--- src/rtl/alu_pkg.sv ---
// Shared opcodes, FSM states and command layout for the ALU command sequencer.
// Optional feature macro: DIVZERO_TRAP_EN (traps divide/modulus by zero).
package alu_pkg;

   localparam logic [3:0] OP_ADD  = 4'd0;
   localparam logic [3:0] OP_SUB  = 4'd1;
   localparam logic [3:0] OP_MUL  = 4'd2;
   localparam logic [3:0] OP_DIV  = 4'd3;
   localparam logic [3:0] OP_MOD  = 4'd4;
   localparam logic [3:0] OP_AND  = 4'd5;
   localparam logic [3:0] OP_OR   = 4'd6;
   localparam logic [3:0] OP_XOR  = 4'd7;
   localparam logic [3:0] OP_XNOR = 4'd8;
   localparam logic [3:0] OP_LAST = 4'd8;

   localparam logic [15:0] DIVZERO_RESULT = 16'hFFFF;

   typedef enum logic [1:0] {
      IDLE,
      EXEC,
      HOLD
   } state_t;

   typedef struct packed {
      logic [3:0] op;
      logic [7:0] b;
      logic [7:0] a;
   } cmd_t;

   function automatic logic op_valid(input logic [3:0] op);
      return op <= OP_LAST;
   endfunction

endpackage

--- src/rtl/alu_cmd_fifo.sv ---
// Synchronous command FIFO holding {op,b,a}; pointers wrap modulo DEPTH.
// DEPTH must be a power of two, at least 2.
module alu_cmd_fifo
   import alu_pkg::*;
#(
   parameter int DEPTH = 4
) (
   input  logic clk,
   input  logic rst_n,
   input  logic push,
   input  logic pop,
   input  cmd_t din,
   output cmd_t dout,
   output logic full,
   output logic empty
);

   localparam int AW = $clog2(DEPTH);
   localparam int CW = $clog2(DEPTH + 1);

   cmd_t          mem [DEPTH];
   logic [AW-1:0] wr_ptr;
   logic [AW-1:0] rd_ptr;
   logic [CW-1:0] count;
   logic          do_push;
   logic          do_pop;

   assign full    = count == CW'(DEPTH);
   assign empty   = count == '0;
   assign do_push = push && !full;
   assign do_pop  = pop && !empty;
   assign dout    = mem[rd_ptr];

   // storage array, written only on an accepted push
   always_ff @(posedge clk) begin
      if (do_push) begin
         mem[wr_ptr] <= din;
      end
   end

   // pointers and occupancy; full blocks push even when popping
   always_ff @(posedge clk) begin
      if (!rst_n) begin
         wr_ptr <= '0;
         rd_ptr <= '0;
         count  <= '0;
      end else begin
         if (do_push) begin
            wr_ptr <= wr_ptr + 1'b1;
         end
         if (do_pop) begin
            rd_ptr <= rd_ptr + 1'b1;
         end
         count <= count + CW'(do_push) - CW'(do_pop);
      end
   end

endmodule

--- src/rtl/alu_cmd_sequencer.sv ---
// Registered command front-end for the 8-bit ALU: FIFO in, result port out.
// Optional feature macro: DIVZERO_TRAP_EN (div/mod by zero -> 16'hFFFF, err).
module alu_cmd_sequencer
   import alu_pkg::*;
#(
   parameter int FIFO_DEPTH = 4
) (
   input  logic        clk,
   input  logic        rst_n,
   input  logic        in_valid,
   output logic        in_ready,
   input  logic [7:0]  in_a,
   input  logic [7:0]  in_b,
   input  logic [3:0]  in_op,
   output logic [7:0]  alu_a,
   output logic [7:0]  alu_b,
   output logic [3:0]  alu_s,
   input  logic [15:0] alu_y,
   output logic        out_valid,
   input  logic        out_ready,
   output logic [15:0] out_y,
   output logic [3:0]  out_op,
   output logic        out_err
);

   state_t state;
   state_t next_state;
   cmd_t   in_cmd;
   cmd_t   head;
   logic   full;
   logic   empty;
   logic   pop;
   logic   capture;
   logic   trap;

   assign in_cmd    = '{op: in_op, b: in_b, a: in_a};
   assign in_ready  = rst_n && !full;
   assign out_valid = state == HOLD;

`ifdef DIVZERO_TRAP_EN
   assign trap = (alu_s == OP_DIV || alu_s == OP_MOD) && alu_b == 8'd0;
`else
   assign trap = 1'b0;
`endif

   alu_cmd_fifo #(
      .DEPTH (FIFO_DEPTH)
   ) u_fifo (
      .clk   (clk),
      .rst_n (rst_n),
      .push  (in_valid && in_ready),
      .pop   (pop),
      .din   (in_cmd),
      .dout  (head),
      .full  (full),
      .empty (empty)
   );

   // state register
   always_ff @(posedge clk) begin
      if (!rst_n) begin
         state <= IDLE;
      end else begin
         state <= next_state;
      end
   end

   // next state, FIFO pop and result capture strobes
   always_comb begin
      next_state = state;
      pop        = 1'b0;
      capture    = 1'b0;
      unique case (state)
         IDLE: begin
            if (!empty) begin
               pop        = 1'b1;
               next_state = EXEC;
            end
         end
         EXEC: begin
            capture    = 1'b1;
            next_state = HOLD;
         end
         HOLD: begin
            if (out_ready) begin
               if (!empty) begin
                  pop        = 1'b1;
                  next_state = EXEC;
               end else begin
                  next_state = IDLE;
               end
            end
         end
         default: next_state = IDLE;
      endcase
   end

   // ALU operand registers, loaded only when a command is popped
   always_ff @(posedge clk) begin
      if (!rst_n) begin
         alu_a <= '0;
         alu_b <= '0;
         alu_s <= '0;
      end else if (pop) begin
         alu_a <= head.a;
         alu_b <= head.b;
         alu_s <= head.op;
      end
   end

   // result capture; invalid opcodes never pass the ALU value through
   always_ff @(posedge clk) begin
      if (!rst_n) begin
         out_y   <= '0;
         out_op  <= '0;
         out_err <= 1'b0;
      end else if (capture) begin
         out_op <= alu_s;
         if (!op_valid(alu_s)) begin
            out_y   <= 16'h0000;
            out_err <= 1'b1;
         end else if (trap) begin
            out_y   <= DIVZERO_RESULT;
            out_err <= 1'b1;
         end else begin
            out_y   <= alu_y;
            out_err <= 1'b0;
         end
      end
   end

endmodule

--- config.mk ---
export PLATFORM = sky130hd
export DESIGN_NAME = alu_cmd_sequencer
export DESIGN_NICKNAME = d
export VERILOG_FILES = /design/src/rtl/alu_pkg.sv /design/src/rtl/alu_cmd_fifo.sv /design/src/rtl/alu_cmd_sequencer.sv
export SDC_FILE = /design/constraint.sdc
export NUM_CORES = 1
export LEC_CHECK = 0
export BUFFER_PORTS_ARGS = -buffer_cell sky130_fd_sc_hd__clkbuf_2
export CAP_MARGIN = 30
export CELL_PAD_IN_SITES_DETAIL_PLACEMENT = 0
export CELL_PAD_IN_SITES_GLOBAL_PLACEMENT = 1
export CORE_MARGIN = 5
export CORE_UTILIZATION = 46
export CTS_CLUSTER_DIAMETER = 200
export DETAILED_ROUTE_END_ITERATION = 10
export PLACE_DENSITY = 0.78
export SYNTH_ARGS = -nofsm -noshare
export SYNTH_HDL_FRONTEND = slang
export SYNTH_SLANG_ARGS = --single-unit
--- constraint.sdc ---
create_clock -name clk -period 2.71 [get_ports clk]
set_input_delay 0.271 -clock clk [delete_from_list [all_inputs] [get_ports clk]]
set_output_delay 0.271 -clock clk [all_outputs]
set_load 0.03 [all_outputs]
==> impl_metrics.yaml <==
timing:
  final_min_period_over_clock_period_pct: 85.5
  report.final.slew_viol_count: 0
  timing.setup.tns_ns: 0
  fmax_ghz: 0.432
  hold_violations: 0
  final.min_clock_period_ns: 2.32
  rsz0062_at_grt: "false"
  setup-violations-final: 0
  tightestPinTransition_ns: 1.02
  min_hold_slack_ns: 0.0547
  worst_slack_ns: 0.393
  maxSlewHeadroom_pct: 31.7
  skew_ns: 0.0155
setup_path:
  crit_path_required_time_ns: 3.14
  critPathArrivalTime_ns: 2.74
  critPathTopFamily: "simple AND/OR/NAND/NOR gates"
  critical-path-slowest-cell: "sky130_fd_sc_hd__nor2b_1"
  timing.critical_path.buf_inv: 2
  timing.reg2reg.setup_slack_ns: 0.39
  timing.critical_path.fanout_max: 5
  worst_setup_path_start_kind: "flop"
  critPathCaptureType: "flop"
  crit_path_cell_trace: "nor2b_1, nor3_2, ha_1, inv_1, ha_1, inv_1, fa_1, xor2_1, and2_1, nor3_1"
  worst-path-stages: 10
  reg2reg_from: "state[1]"
  rr_endpoint: "u_fifo.count[2]"
  critical_path.max_stage_delay_ns: 0.44
  worstRegToRegCells: 10
  worst-setup-path-type: "flop to flop"
hold_path:
  timing.hold.worst_path_depth: 3
  min-delay-path-class: "input port to flop"
  source_of_the_worst_hold_timing_path: "out_ready"
  min_delay_worst_endpoint: "state[1]"
pwr:
  peakVddDrop_mv: 0.511
  power_per_cell_area_nw_per_um2: 1080
  p_sw_share_pct: 30.8
  power.net_switching_mw: 2.13
  seq_power_share_pct: 39.0
  power.leakage_nw: 2.41
  power_report.internal_total_mw: 4.80
  power.share.combinational_pct: 25.0
  clkPwrFrac_pct: 36.0
global_route:
  maximum_number_of_pins_on_one_net_before_global_route_repair: 28
  track_usage_pct: 16.3
  grt_pass1_wl_mm: 15.9
  first_global_vias: 3027
  number_of_antenna_violations_at_the_first_check_in_global_routing: 0
  grt-ovfl-total: 0
clocking:
  post_cts.resized_instances: 0
  clkSlewWorstSetupHoldPaths_ns: 0.06
  cts.path.max_buffers: 2
  clk_latency_ns: 0.51
  numCtsBuffers: 17
  cts.htree.levels: 4
  cts_sinks: 130
  tritoncts_clock_tree: "yes"
  clockRootBuffer: "sky130_fd_sc_hd__clkbuf_8"
final_layout:
  syn_to_final_growth_pct: 33.9
  stdcell_count: 567
  insertedDiodeCount: 0
  postLayoutCoreUtil_pct: 62.5
  layout.nets: 465
  layout.cells.most_common_list: "82 x sky130_fd_sc_hd__clkbuf_2, 80 x sky130_fd_sc_hd__edfxtp_1, 49 x sky130_fd_sc_hd__dfxtp_1"
  num-fill-cells: 746
  final_common_cell: "sky130_fd_sc_hd__clkbuf_2"
  drive_above_1_share_pct: 33.9
floorplanning:
  floorplan.io_pins: 83
  initial_core_util_pct: 46.7
  die-height_um: 112
  floorplan.die_area_um2: 12500
  dieWidth_um: 112
  core_area_um2: 10200
  num_rows: 37
place:
  port_buffers: 82
  post-place-ws_ns: 0.400
  hpwlAfterDp_mm: 5.90
  placed_cells: 499
  place.gp.congestion: 0.788
synth:
  synth_top_cell_area_share_pct: 50.3
  synth.net_count: 335
  ys.warnings.count: 0
  syn-mean-instance-area_um2: 16.6
  syn_area_um2: 4780
  post_synth_inst_count: 288
  synthDominantAreaCellType: "sky130_fd_sc_hd__edfxtp_1"
  yosysSeqAreaShare_pct: 71.2
  ys_types: 29
  netlist_top_cells_area: "sky130_fd_sc_hd__edfxtp_1 50%, sky130_fd_sc_hd__dfxtp_1 21%, sky130_fd_sc_hd__mux4_2 9.4%, sky130_fd_sc_hd__o2bb2ai_1 3.7%, sky130_fd_sc_hd__a22o_1 2.9%"
  ys_seq_elements: 130
routing:
  drt_wl_total_mm: 9.54
  via_per_inst: 4.98
  drt_drc_violations_left: 0
  drt-wirelength-per-cell_um: 16.8
  initialDrtViolationCount: 144
  ant_nets: 0
  vias: 2825
  detailedRoute.firstPassIterationCount: 4
run:
  drv.max_cap_violation_count: 0
run_status:
  run_status: "complete, no violations"
[area by class of cell]
cell class	instances	area, um^2	share of cell area, %
Sequential cell	130	3400	53.2
Multi-Input combinational cell	133	1250	19.6
Timing Repair Buffer	128	883	13.8
Clock buffer	19	422	6.59
Clock inverter	13	231	3.62
Tap cell	136	170	2.66
Inverter	8	30.0	0.469
[synthesized netlist by cell type (all sizes together)]
library cell  count
clkbuf            4
o21ai             1
o2bb2ai          20
edfxtp           80
mux4             20
nor3              3
a22o             16
or4               1
nor2              4
a21oi             8
xor2              1
fa                1
and3              1
o31ai             2
and2              6
nor2b             3
nand2b            3
nor4              1
ha                6
nand2            31
mux2i             3
a211oi            1
buf              13
inv               8
dfxtp            50
nor4b             1
[timing repair]
| action | 4_1_cts | 5_1_grt |
|---|---|---|
| setup buffers | 0 | 0 |
| endpoints found under the hold margin | 96 | 0 |
| hold buffers | 36 | 0 |
| endpoints found under the setup margin | 0 | 0 |
[tightest hold or removal path, cell delays in order]
cell                       delay, ns
sky130_fd_sc_hd__clkbuf_2       0.09
sky130_fd_sc_hd__nand2b_1       0.09
sky130_fd_sc_hd__a21oi_1        0.06
[how the worst max path moves through the flow]
| stage | end | slack, ns | from |
|---|---|---|---|
| global route | u_fifo.count[2] | 0.15 | u_fifo.count[1] |
| detailed placement | u_fifo.count[2] | 0.40 | u_fifo.count[1] |
| floorplan | u_fifo.count[2] | 0.45 | u_fifo.count[1] |
| finish | u_fifo.count[2] | 0.39 | state[1] |
| global placement | u_fifo.count[2] | 0.48 | u_fifo.count[1] |
| CTS | u_fifo.count[2] | 0.38 | u_fifo.count[1] |
[power groups by stage]
| stage | Sequential, mW | Combinational [mW] | Clock, mW |
|---|---|---|---|
| floorplan | 3.05 | 0.895 | 0 |
| global placement | 2.73 | 1.68 | 0 |
| detailed placement | 2.75 | 1.71 | 0 |
| CTS | 2.71 | 1.76 | 2.55 |
| global route | 2.76 | 1.88 | 2.64 |
| finish | 2.71 | 1.73 | 2.50 |
[cell families (layout without fill, tap and decap cells)]
group | after synthesis | in the layout | synth area share [%]
XOR/XNOR | 1 | 1 | 0.183
adder cells (fa/ha/maj) | 7 | 7 | 1.99
AO/OA/AOI/OAI | 48 | 48 | 8.28
AND/OR/NAND/NOR | 54 | 54 | 5.47
flip-flops | 130 | 130 | 71.2
buffers and inverters | 25 | 168 | 2.78
multiplexers | 23 | 23 | 10.1
[stage by stage]
step / power, mW / instance area [um^2]
3_5_place_dp: 4.46 / 5380
4_1_cts: 7.02 / 6400
3_3_place_gp: 4.41 / 5380
2_1_floorplan: 3.94 / 4780
5_1_grt: 7.28 / 6400
6_report: 6.94 / 6400
[state kept, by name (all words and copies together), names as in the netlist, 3 cells and up]
| register | flops |
|---|---|
| u_fifo.count | 3 |
| out_y | 16 |
| alu_s | 4 |
| u_fifo.mem | 80 |
| alu_b | 8 |
| alu_a | 8 |
| out_op | 4 |
[per-layer routing]
metal / global-route usage (%) / routed length (um)
met1: 19.1 / 3960
met4: 5.60 / 134
met5: 0 / 0
met3: 5.54 / 532
met2: 28.0 / 4910
No activity file was read; power rests on OpenSTA's default activity.
